<file path="config.mk">
export PLATFORM = sky130hd
export DESIGN_NAME = control_sequencer
export DESIGN_NICKNAME = d
export VERILOG_FILES = /design/src/rtl/control_sequencer.sv
export SDC_FILE = /design/constraint.sdc
export NUM_CORES = 1
export LEC_CHECK = 0
export BUFFER_PORTS_ARGS = -buffer_cell sky130_fd_sc_hd__buf_4
export CORE_ASPECT_RATIO = 2
export CORE_UTILIZATION = 53
export DETAILED_ROUTE_END_ITERATION = 6
export PLACE_DENSITY = 0.77
export SETUP_SLACK_MARGIN = 0.05
export SLEW_MARGIN = 40
export SYNTH_ARGS = -nofsm -noshare
export SYNTH_HDL_FRONTEND = slang
export SYNTH_SLANG_ARGS = --single-unit
export TNS_END_PERCENT = 30
</file>
<file path="constraint.sdc">
create_clock -name clk -period 2.9 [get_ports clk]
set_clock_uncertainty 0.1 [all_clocks]
set_input_delay 0.29 -clock clk [delete_from_list [all_inputs] [get_ports clk]]
set_output_delay 0.29 -clock clk [all_outputs]
set_load 0.03 [all_outputs]
</file>
<file path="src/rtl/control_sequencer.sv">
// Multi-cycle fetch/decode/execute/memory sequencer for the 9-bit CPU.
// Optional retired-instruction counter is enabled by defining CTRL_PERF_EN.
module control_sequencer #(
  parameter int unsigned IW       = 9,
  parameter int unsigned MAX_WAIT = 8,
  parameter int unsigned CNT_W    = 16
) (
  input  logic          clk,
  input  logic          reset,
  input  logic          start,
  input  logic [IW-1:0] instr,
  input  logic          instr_valid,
  input  logic          mem_ack,
  output logic          fetch_req,
  output logic          pc_inc,
  output logic          mem_sel,
  output logic          alu_en,
  output logic          alu_rs,
  output logic          loadEn,
  output logic          storEn,
  output logic          jump2sub,
  output logic [3:0]    reg_src,
  output logic [3:0]    reg_dst,
  output logic [3:0]    math_op,
  output logic [3:0]    reg_op,
  output logic [3:0]    instr_o,
  output logic          busy,
  output logic          done,
  output logic          err
`ifdef CTRL_PERF_EN
  ,
  output logic [CNT_W-1:0] retired
`endif
);

  typedef enum logic [2:0] {StIdle, StFetch, StDecode, StExec, StMem, StHalt} state_e;

  typedef struct packed {
    logic       mem_sel;
    logic       alu_en;
    logic       alu_rs;
    logic       load;
    logic       store;
    logic       j2s;
    logic [3:0] src;
    logic [3:0] dst;
    logic [3:0] math;
    logic [3:0] rop;
    logic [3:0] imm;
  } dec_t;

  state_e        state_q, state_d;
  logic [IW-1:0] ir_q, ir_d;
  dec_t          dec_q, dec_d, dec_w, dec_o;
  logic [7:0]    wait_q, wait_d;
  logic          err_q, err_d;
  logic          dec_halt, unary, ext_bad;

  if (IW > 9) begin : g_ext
    assign ext_bad = |ir_q[IW-1:9];
  end else begin : g_no_ext
    assign ext_bad = 1'b0;
  end

  // Instruction table decode of the held IR.
  always_comb begin
    dec_w     = '0;
    dec_halt  = 1'b0;
    unary     = 1'b0;
    dec_w.imm = ir_q[3:0];
    if (!ir_q[8]) begin
      dec_w.rop = 4'd14;
      dec_w.dst = ir_q[7:4];
      dec_w.src = ir_q[3:0];
    end else begin
      unique case (ir_q[7:4])
        4'h0: begin
          dec_w.load    = 1'b1;
          dec_w.mem_sel = ir_q[3];
          dec_w.dst     = {1'b0, ir_q[2:0]};
        end
        4'h1: begin
          dec_w.store   = 1'b1;
          dec_w.mem_sel = ir_q[3];
          dec_w.src     = {1'b0, ir_q[2:0]};
        end
        4'h2: dec_w.rop = 4'd12;
        4'h3: dec_w.rop = 4'd13;
        4'h4, 4'h5, 4'h6, 4'h7, 4'h8, 4'h9: begin
          dec_w.rop = ir_q[7:4] - 4'd3;
          unary     = 1'b1;
        end
        4'hA, 4'hB: begin
          dec_w.alu_en = 1'b1;
          dec_w.alu_rs = ir_q[4];
          dec_w.math   = ir_q[3:0];
        end
        4'hC: begin
          dec_w.rop = 4'd8;
          unary     = 1'b1;
        end
        4'hD: begin
          dec_w.rop = 4'd9;
          unary     = 1'b1;
        end
        4'hE: begin
          dec_w.rop = ir_q[3] ? 4'd10 : 4'd7;
          dec_w.dst = {1'b0, ir_q[2:0]};
          dec_w.src = {1'b0, ir_q[2:0]};
        end
        default: begin
          case (ir_q[3:0])
            4'h0, 4'h1, 4'h2, 4'h3: dec_w.rop = 4'd11;
            4'hC:                   dec_w.rop = 4'd15;
            4'hD:                   dec_w.j2s = 1'b1;
            default:                dec_halt  = 1'b1;
          endcase
        end
      endcase
    end
    if (unary) begin
      dec_w.dst = ir_q[3:0];
      dec_w.src = ir_q[3:0];
    end
  end

  always_comb begin
    state_d = state_q;
    ir_d    = ir_q;
    dec_d   = dec_q;
    wait_d  = wait_q;
    err_d   = err_q;
    unique case (state_q)
      StIdle, StHalt: if (start) state_d = StFetch;
      StFetch: begin
        if (instr_valid) begin
          ir_d    = instr;
          state_d = StDecode;
        end
      end
      StDecode: begin
        dec_d = dec_w;
        if (ext_bad) begin
          err_d   = 1'b1;
          state_d = StHalt;
        end else if (dec_halt) begin
          state_d = StHalt;
        end else begin
          state_d = StExec;
        end
      end
      StExec: begin
        wait_d  = '0;
        state_d = (dec_q.load || dec_q.store) ? StMem : StFetch;
      end
      StMem: begin
        if (mem_ack) begin
          state_d = StFetch;
        end else if (wait_q == 8'(MAX_WAIT - 1)) begin
          err_d   = 1'b1;
          state_d = StHalt;
        end else begin
          wait_d = wait_q + 8'd1;
        end
      end
      default: state_d = StIdle;
    endcase
  end

  always_ff @(posedge clk) begin
    if (reset) begin
      state_q <= StIdle;
      ir_q    <= '0;
      dec_q   <= '0;
      wait_q  <= '0;
      err_q   <= 1'b0;
    end else begin
      state_q <= state_d;
      ir_q    <= ir_d;
      dec_q   <= dec_d;
      wait_q  <= wait_d;
      err_q   <= err_d;
    end
  end

  // Decoded fields are visible only while the instruction is executing or waiting on memory.
  always_comb begin
    dec_o     = (state_q == StExec || state_q == StMem) ? dec_q : '0;
    fetch_req = (state_q == StFetch);
    pc_inc    = (state_q == StExec);
    busy      = (state_q == StFetch) || (state_q == StDecode) ||
                (state_q == StExec) || (state_q == StMem);
    done      = (state_q == StHalt);
    err       = err_q;
    mem_sel   = dec_o.mem_sel;
    alu_en    = dec_o.alu_en;
    alu_rs    = dec_o.alu_rs;
    loadEn    = dec_o.load;
    storEn    = dec_o.store;
    jump2sub  = dec_o.j2s;
    reg_src   = dec_o.src;
    reg_dst   = dec_o.dst;
    math_op   = dec_o.math;
    reg_op    = dec_o.rop;
    instr_o   = dec_o.imm;
  end

`ifdef CTRL_PERF_EN
  logic             retire;
  logic [CNT_W-1:0] retired_q;

  assign retire = ((state_q == StExec) && !(dec_q.load || dec_q.store)) ||
                  ((state_q == StMem) && mem_ack);

  always_ff @(posedge clk) begin
    if (reset) begin
      retired_q <= '0;
    end else if (retire) begin
      retired_q <= retired_q + 1'b1;
    end
  end

  assign retired = retired_q;
`endif

endmodule

</file>
# Word level (Yosys, flattened, before mapping)
# Index checks and enable logic that the tools add are counted.
dict set report classes {
  add_sub_neg 2
  n_mul 0
  n_div 0
  order_cmp 0
  eq_ne 30
  shift 0
  n_mux 33
  n_bitwise 1
  n_reduce_logical 24
}
# op count
set op_table {}
lappend op_table {{$eq 4x4->1 const B} 9}
lappend op_table {{$mux 8} 4}
lappend op_table {{$pmux 4 s7} 1}
lappend op_table {{$mux 26} 1}
lappend op_table {{$mux 3} 8}
lappend op_table {{$eq 4x2->1 const B} 4}
lappend op_table {{$eq 4x3->1 const B} 4}
lappend op_table {{$mux 4} 4}
lappend op_table {{$pmux 8 s2} 1}
lappend op_table {{$pmux 3 s5} 1}
lappend op_table {{$reduce_or 15->1} 1}
lappend op_table {{$reduce_or 6->1} 2}
lappend op_table {{$mux 1} 10}
lappend op_table {{$reduce_or 2->1} 5}
lappend op_table {{$reduce_and 3->1} 3}
lappend op_table {{$add 8x1->8 const B} 1}
lappend op_table {{$eq 4x1->1 const B} 2}
lappend op_table {{$eq 8x3->1 const B} 1}
lappend op_table {{$logic_not 4->1} 2}
lappend op_table {{$ne 2x2->1 const B} 4}
lappend op_table {{$pmux 4 s2} 1}
lappend op_table {{$reduce_or 4->1} 2}
lappend op_table {{$reduce_or 8->1} 1}
lappend op_table {{$eq 3x2->1 const B} 2}
lappend op_table {{11 further kinds} 16}
dict set report totals {
  reg_bits 47
  latchBits 0
  mem_bits_rw 0
  mem_bits_ro 0
  input_bits 14
  output_inout_bits 31
  elab_cells 105
  n_memories 0
}

# Depth between registers and ports, before layout
# Gate-level depths: netlist (run 1).
dict set report depth {
  ltp_word 7
  depth_mapped 8
  ltp_nobuf 7
}

# Worst setup path after synthesis (run 1)
# Ideal clock, no wire load.
dict set report synth_timing {
  path_type {reg2reg}
  start {register ir_q[4]}
  end {register dec_q[4] (netlist name)}
  setup_time_ps 86
  arrival_time_ps 2081
  required_time_ps 2714
  setup_slack_ps 632
  path_stages_with_launch 9
  n_path_buf 1
  synth_period_minus_slack_ps 2268
  path_cell_list {dfxtp_1 > inv_1 > ha_1 > or2_1 > buf_6 > or4_4 > nand2b_4 > o2111a_1 > a221oi_2}
}
dict set report synth_between {
  elab_chain_cells 4
  word_cells_on_any_way 20
  cone_classes {add/sub (1); eq/ne (14); mux (2); reduce/logical (3)}
}
# item line
set synth_lines {}
lappend synth_lines {{from (decl)} 53} ;# logic [IW-1:0] ir_q, ir_d;
lappend synth_lines {{from (signal assigned)} 179} ;# ir_q <= ir_d;
lappend synth_lines {{branches (longest 2 deep; another with $sub 4x2->4)} -}
lappend synth_lines {{$pmux 4 s7 (*)} 76} ;# unique case (ir_q[7:4])
lappend synth_lines {{$mux 4 (*)} 71} ;# if (!ir_q[8]) begin
lappend synth_lines {{to (signal assigned)} 174} ;# dec_q <= '0;
lappend synth_lines {{to (signal assigned)} 180} ;# dec_q <= dec_d;
lappend synth_lines {{to (decl)} 54} ;# dec_t dec_q, dec_d, dec_w, dec_o;
# Every way passes the cells marked *.
# A chain may end at the register's enable or synchronous reset.

# Worst setup path after layout (run 1)
dict set report layout_timing {
  start {register state_q[0]}
  end {output jump2sub}
}
dict set report layout_between {
  elab_chain_cells 3
  word_cells_on_any_way 4
  cone_classes {eq/ne (2); mux (1); reduce/logical (1)}
}
# item line
set layout_lines {}
lappend layout_lines {{from (decl)} 52} ;# state_e state_q, state_d;
lappend layout_lines {{from (signal assigned)} 172} ;# state_q <= StIdle;
lappend layout_lines {{from (signal assigned)} 178} ;# state_q <= state_d;
lappend layout_lines {{$eq 3x2->1 / $eq 3x3->1 (equally long branches)} 188} ;# dec_o = (state_q == StExec || state_q == StMem) ? dec_q : '0;
lappend layout_lines {{$logic_or 1x1->1 (*)} 188}
lappend layout_lines {{$mux 26 (*)} 188}
lappend layout_lines {{to (decl)} 21} ;# output logic jump2sub,
# Mark *: on every way between the ends. The rest lies on a longest branch, timed or not.

==> results of run 1 <==
==> cells in the mapped netlist, drive strengths merged (2+ instances only) <==
cell / instances
a211oi: 3
a21oi: 27
a221oi: 5
a22oi: 7
a32o: 3
and2: 2
and3: 2
buf: 5
clkbuf: 15
dfxtp: 47
ha: 5
inv: 8
nand2: 40
nand2b: 9
nand3: 4
nand3b: 2
nand4: 2
nor2: 37
nor2b: 32
nor3: 11
nor3b: 2
nor4b: 2
o21ai: 8
o21bai: 2
o22ai: 3
or3: 2
or4: 2
xnor2: 5
==> registers in the layout (all words and copies together) (netlist names) <==
name / count
dec_q: 26
state_q: 3
wait_q: 8
err: 1
ir_q: 9
==> layout make-up <==
cell class / count / area share
tap: 54 / 0.02289
multi-input combinational: 233 / 0.4761
sequential: 47 / 0.3188
clock buffer: 6 / 0.02459
timing repair buffer: 50 / 0.1272
clock inverter: 2 / 0.02035
inverter: 8 / 0.01017
==> kinds of logic after synthesis <==
group | count (synthesis) | share of synthesized area
AND/OR/NAND/NOR | 151 | 0.3179
AO/OA/AOI/OAI | 69 | 0.1963
buffers and inverters | 28 | 0.04781
multiplexers | 2 | 0.008647
flip-flops | 47 | 0.3825
adder cells (fa/ha/maj) | 5 | 0.02543
XOR/XNOR | 6 | 0.02136
==> power by group through the flow <==
stage	registers (µW)	logic, µW	clock network [µW]
floorplan	698	214	0
finish	717	260	565
global placement	731	257	0
global route	723	286	601
CTS	717	260	573
detailed placement	732	260	0
==> critical path: stages (launching register included) <==
cell and delay (ns):
dfxtp_1 0.57, nor2b_1 0.18, nand2_1 0.18, inv_1 0.15, a21oi_2 0.04, buf_4 0.23, nor2b_1 0.19, buf_4 0.19
==> metrics by stage <==
stage | cell area [µm²] | worst slack [ns] | cells | utilization
floorplan | 2460 | 0.6322 | 308 | -
global placement | 2819 | 0.5595 | 392 | 0.6433
detailed placement | 2819 | 0.5077 | 392 | 0.6433
CTS | 2952 | 0.4482 | 400 | 0.6736
global route | 2952 | 0.2835 | 400 | 0.6736
finish | 2952 | 0.4771 | 400 | 0.6736
==> path summary, 6_finish.rpt <==
kind,end,slack (ns),depth (start not counted)
min,ir_q[5],0.14,3
max,jump2sub,0.48,7
min reg2reg,dec_q[20],0.36,2
max reg2reg,dec_q[4],0.48,7
==> per-layer routing <==
layer / global-route usage / wire length [µm] / up-vias / part of all wire
met5: 0 / 0 / - / 0
met4: 0.1802 / 386 / 0 / 0.062
met3: 0.03271 / 152 / 25 / 0.024
met2: 0.4718 / 3351 / 52 / 0.54
met1: 0.2785 / 2350 / 1054 / 0.38
li1: - / - / 1136 / -
==> flow_summary_export.csv, run 1 <==
group,metric,value,unit
sta,rsz0062_at_grt,"no",
synthesis,synth_top_area_share,0.3825,
pwr,p_int,1122,µW
drt,totalWireLength,6241,µm
global_routing,grt_max_degree,42,
setup_path,critPathArrivalTime,2.03,ns
global_routing,grt_use_total,0.2663,
sta,finalCritPeriodShare,0.8355,
clock_tree,cts_tree,"built",
place,gp_congestion,0.9356,
die,num_rows,34,
die,core,4382,µm²
synthesis,yosysWarningCount,0,
cells_and_area,n_antenna_cell,0,
place,port_buffers,44,
die,chipHeight,98.35,µm
global_routing,antenna_found_initial,0,
sta,relSlewSlack,0.6520,
cells_and_area,layout_commonest_cell,"buf_4",
drt,drc,0,
global_routing,grt_overflow,0,
synthesis,synth-seq-cells,47,
setup_path,rr_startpoint,"ir_q[4]",
clock_tree,cts_root_buf,"clkbuf_8",
synthesis,yosysTopAreaCell,"dfxtp_1",
global_routing,grt_pass1_vias,2280,
die,ioPinCount,45,
cells_and_area,area_growth,19.99,%
die,dieArea,4934,µm²
pwr,leakagePower,0.001091,µW
setup_path,worst-setup-path-type,"flip-flop to output pin",
pwr,netSwitchingFraction,0.2723,
pwr,power_density,522.3,nW/µm²
cells_and_area,most-common-layout-cells,"buf_4, dfxtp_1, nand2_1",
setup_path,cp-start-kind,"flip-flop",
synthesis,synth-edff-count,0,
sta,slew_viol_final,0,
clock_tree,clkSinkCount,47,
clock_tree,ctsHoldBuffers,0,
die,die_width,50.17,µm
clock_tree,clock_latency,0.30,ns
place,hpwl,4696,µm
sta,finalSetupViolations,0,
cells_and_area,multiInputGateArea,1405,µm²
setup_path,crit_path_end_kind,"output pin",
drt,drt-wirelength-per-cell,15.60,µm
cells_and_area,regArea,940.9,µm²
synthesis,synth_seq_area_share,0.3825,
die,start_util,0.5614,
min_path,hp-class,"primary input to flip-flop",
sta,holdWs,0.1356,ns
run,maxCapViolations,0,
drt,vias,2267,
synthesis,synth.avg_cell_area,7.987,µm²
setup_path,critPathRequiredTime,2.51,ns
cells_and_area,drive_gt1_frac,0.1994,
sta,tightest_slew,0.5213,ns
clock_tree,h-tree-depth,2,
clock_tree,clk_path_buf_depth,2,
cells_and_area,fillers,412,
setup_path,cp_max_fo,26,
synthesis,synth_ff_type,"dfxtp_1",
pwr,p_clk_frac,0.366,
sta,fin_tns_setup,0,ns
min_path,hp-start,"instr[5]",
synthesis,syn_area,2460,µm²
pwr,power,1542,µW
pwr,p_switching,419.7,µW
pwr,seqPwrFrac,0.465,
setup_path,crit_start,"state_q[0]",
drt,drt_pass1_iterations,4,
cells_and_area,fin_nets,364,
synthesis,syn_nets,327,
clock_tree,cts_buffers,5,
clock_tree,cts_resized,0,
clock_tree,clkTransAtPathRegs,0.09,ns
synthesis,async_reset_ff_frac,0,
sta,finalCriticalPeriod,2.423,ns
clock_tree,cts_setup_buffers,0,
drt,drt-initial-drc-count,62,
global_routing,grt_pass1_wl,10110,µm
synthesis,yosys-top-cells-area,"dfxtp_1, nor2b_1, nand2_1",
status,status,"finished clean",
sta,max_freq,0.4127,GHz
pwr,ir_drop,0.4518,mV
drt,final_antenna_net_count,0,
synthesis,ys_types,52,
sta,hold_violations,0,
drt,drt-vias-per-instance,5.668,
pwr,combPwrFrac,0.169,
synthesis,synthCells,308,
Power figures use the tool's default switching activity.
==> run 2: changes to the inputs <==
--- a/config.mk
+++ b/config.mk
@@ -5,11 +5,12 @@
 export SDC_FILE = /design/constraint.sdc
 export NUM_CORES = 1
 export LEC_CHECK = 0
+export ABC_AREA = 1
 export BUFFER_PORTS_ARGS = -buffer_cell sky130_fd_sc_hd__buf_4
 export CORE_ASPECT_RATIO = 2
 export CORE_UTILIZATION = 53
 export DETAILED_ROUTE_END_ITERATION = 6
-export PLACE_DENSITY = 0.77
+export PLACE_DENSITY = 0.76
 export SETUP_SLACK_MARGIN = 0.05
 export SLEW_MARGIN = 40
 export SYNTH_ARGS = -nofsm -noshare
==> constraint.sdc (replaced) <==
create_clock -name clk -period 2.4 [get_ports clk]
set_clock_uncertainty 0.1 [all_clocks]
set_input_delay 0.24 -clock clk [delete_from_list [all_inputs] [get_ports clk]]
set_output_delay 0.24 -clock clk [all_outputs]
set_load 0.03 [all_outputs]
==> run 2 against run 1 <==
Effect of this change:
- via count grew 16%
- register-to-register slack improved by 0.04 ns
- power up 19%
- critical path depth down 1
- worst hold slack lost 0.073 ns
- utilization is 2.2 points lower
- sequential share of layout area shrank 0.49 points
- setup slack got worse by 0.21 ns
- final cell count is 24% higher
- global-route usage up 1.8 points
- synthesized cell count increased by 29%
- critical path type unchanged
- largest power group unchanged
==> flow_summary_export.csv, run 2 <==
group,metric,value,unit
setup_path,crit_path_max_incr_delay,0.40,ns
global_routing,grt_use_total,0.2847,
setup_path,path_cells,"inv_2, nand3_2, inv_1, nor2_4, nor2_1, buf_4",
clock_tree,cts_tree,"built",
synthesis,synth-seq-cells,47,
die,ioPinCount,45,
setup_path,cp_max_fo,13,
sta,finalCritPeriodShare,0.8887,
clock_tree,ctsHoldBuffers,0,
sta,holdWs,0.06254,ns
die,core,4598,µm²
die,die_width,51.05,µm
drt,drt-vias-per-instance,5.293,
global_routing,grt_pass1_wl,10950,µm
global_routing,antenna_found_initial,0,
cells_and_area,reg_top3,"dec_q x26, ir_q x9, wait_q x8",
global_routing,grt_pass1_vias,2573,
setup_path,crit_family,"simple AND/OR/NAND/NOR gates",
run,maxCapViolations,0,
sta,hold_violations,0,
min_path,hp-class,"primary input to flip-flop",
synthesis,synth-edff-count,0,
pwr,power,1835,µW
clock_tree,clock_latency,0.30,ns
synthesis,syn_nets,417,
drt,drt_pass1_iterations,4,
synthesis,synth_most_common_cell,"nand2_1",
drt,drc,0,
sta,rsz0062_at_grt,"no",
drt,totalWireLength,6766,µm
cells_and_area,most-common-layout-cells,"nand2_1, nor2_1, inv_1",
synthesis,yosysWarningCount,0,
synthesis,synth_seq_area_share,0.3690,
clock_tree,clkTransAtPathRegs,0.09,ns
place,gp_congestion,0.9593,
die,start_util,0.5546,
sta,finalSetupViolations,0,
pwr,ir_drop,0.4649,mV
sta,max_freq,0.4688,GHz
drt,drt-initial-drc-count,76,
setup_path,critPathSlowestCell,"dfxtp_1",
cells_and_area,largest_reg_flops,26,
cells_and_area,drive_gt1_frac,0.1727,
setup_path,crit_path_end_kind,"output pin",
cells_and_area,area_growth,17.57,%
setup_path,worst-setup-path-type,"flip-flop to output pin",
sta,fin_tns_setup,0,ns
drt,final_antenna_net_count,0,
sta,finalCriticalPeriod,2.133,ns
place,port_buffers,44,
sta,relSlewSlack,0.7066,
cells_and_area,layout_commonest_cell,"nand2_1",
setup_path,critPathRequiredTime,2.06,ns
die,num_rows,35,
synthesis,async_reset_ff_frac,0,
cells_and_area,fin_nets,459,
sta,tightest_slew,0.4367,ns
die,dieArea,5109,µm²
sta,slew_viol_final,0,
synthesis,synthCells,398,
drt,vias,2620,
setup_path,cp-start-kind,"flip-flop",
clock_tree,clkSinkCount,47,
pwr,power_density,612.2,nW/µm²
drt,drt-wirelength-per-cell,13.67,µm
synthesis,yosys-top-cells-area,"dfxtp_1, nand2_1, nor2_1",
clock_tree,clk_path_buf_depth,2,
global_routing,grt_max_degree,34,
clock_tree,h-tree-depth,2,
synthesis,synth.avg_cell_area,6.407,µm²
synthesis,synth_ff_type,"dfxtp_1",
cells_and_area,finish.utilization,0.6520,
clock_tree,cts_root_buf,"clkbuf_8",
synthesis,syn_area,2550,µm²
synthesis,ys_types,30,
place,hpwl,5120,µm
synthesis,yosysTopAreaCell,"dfxtp_1",
setup_path,crit_buf_inv,3,
setup_path,critPathArrivalTime,1.79,ns
status,status,"finished clean",
pwr,leakagePower,0.001247,µW
clock_tree,cts_resized,0,
clock_tree,cts_buffers,5,
synthesis,synth_top_area_share,0.3690,
cells_and_area,regMostFlops,"dec_q",
global_routing,grt_overflow,0,
cells_and_area,n_antenna_cell,0,
clock_tree,cts_setup_buffers,0,
synthesis,yosys-top-cells-count,"nand2_1, nor2_1, inv_1",
die,chipHeight,100.1,µm
[run 2: worst register-to-register path, stage by stage, from the launching register on]
cell	delay (ns)
dfxtp_1	0.41
inv_1	0.12
ha_1	0.25
nor2_1	0.18
nand2_1	0.09
nor2_2	0.16
nand2_1	0.11
inv_1	0.08
nand2_1	0.06
nand2_1	0.07
nand2_1	0.05
nand2_1	0.06
nor2_1	0.04
[run 2: stage by stage]
| stage | worst slack [ns] | area [µm²] | instances |
|---|---|---|---|
| 3_3_place_gp | 0.4625 | 2899 | 487 |
| 2_1_floorplan | 0.6101 | 2550 | 398 |
| 5_1_grt | 0.1240 | 2998 | 495 |
| 3_5_place_dp | 0.4456 | 2899 | 487 |
| 4_1_cts | 0.1196 | 2987 | 494 |
| 6_report | 0.2671 | 2998 | 495 |
[run 2: final timing paths]
path / endpoint / slack [ns] / depth (start not counted) / start
setup / recovery: instr_o[3] / 0.27 / 6 / state_q[1]
hold reg to reg: dec_q[18] / 0.37 / 2 / dec_q[18]
setup reg to reg: state_q[1] / 0.52 / 12 / ir_q[4]
hold / removal: ir_q[6] / 0.06 / 3 / instr[6]
[run 2: per-layer routing]
metal | wire length (µm) | global-route usage | vias up
met1 | 2443 | 0.2583 | 1192
met4 | 270 | 0.1560 | 0
li1 | - | - | 1336
met3 | 214 | 0.03939 | 26
met2 | 3838 | 0.5638 | 66
met5 | 0 | 0 | -
[run 2: logic make-up after synthesis]
family | count (synthesis) | synth area share
flops | 47 | 0.3690
fa+ha+maj | 5 | 0.02453
simple gates | 194 | 0.3253
compound gates | 73 | 0.1565
xor+xnor | 1 | 0.003435
buf+inv | 78 | 0.1212
[run 2: layout make-up]
| class | instances | area, µm² |
|---|---|---|
| flip-flops and latches | 47 | 940.9 |
| inverters | 67 | 251.5 |
| fillers | 474 | 1600 |
| well taps | 55 | 68.82 |
| clock inverters | 1 | 5.005 |
| multi-input cells | 274 | 1311 |
| clock buffers | 6 | 82.58 |
| repair buffers | 45 | 337.8 |
[run 2: report_power, final]
part | internal [µW] | switching (µW)
sequential | 828 | 54.4
combinational | 147 | 330
clock | 226 | 250
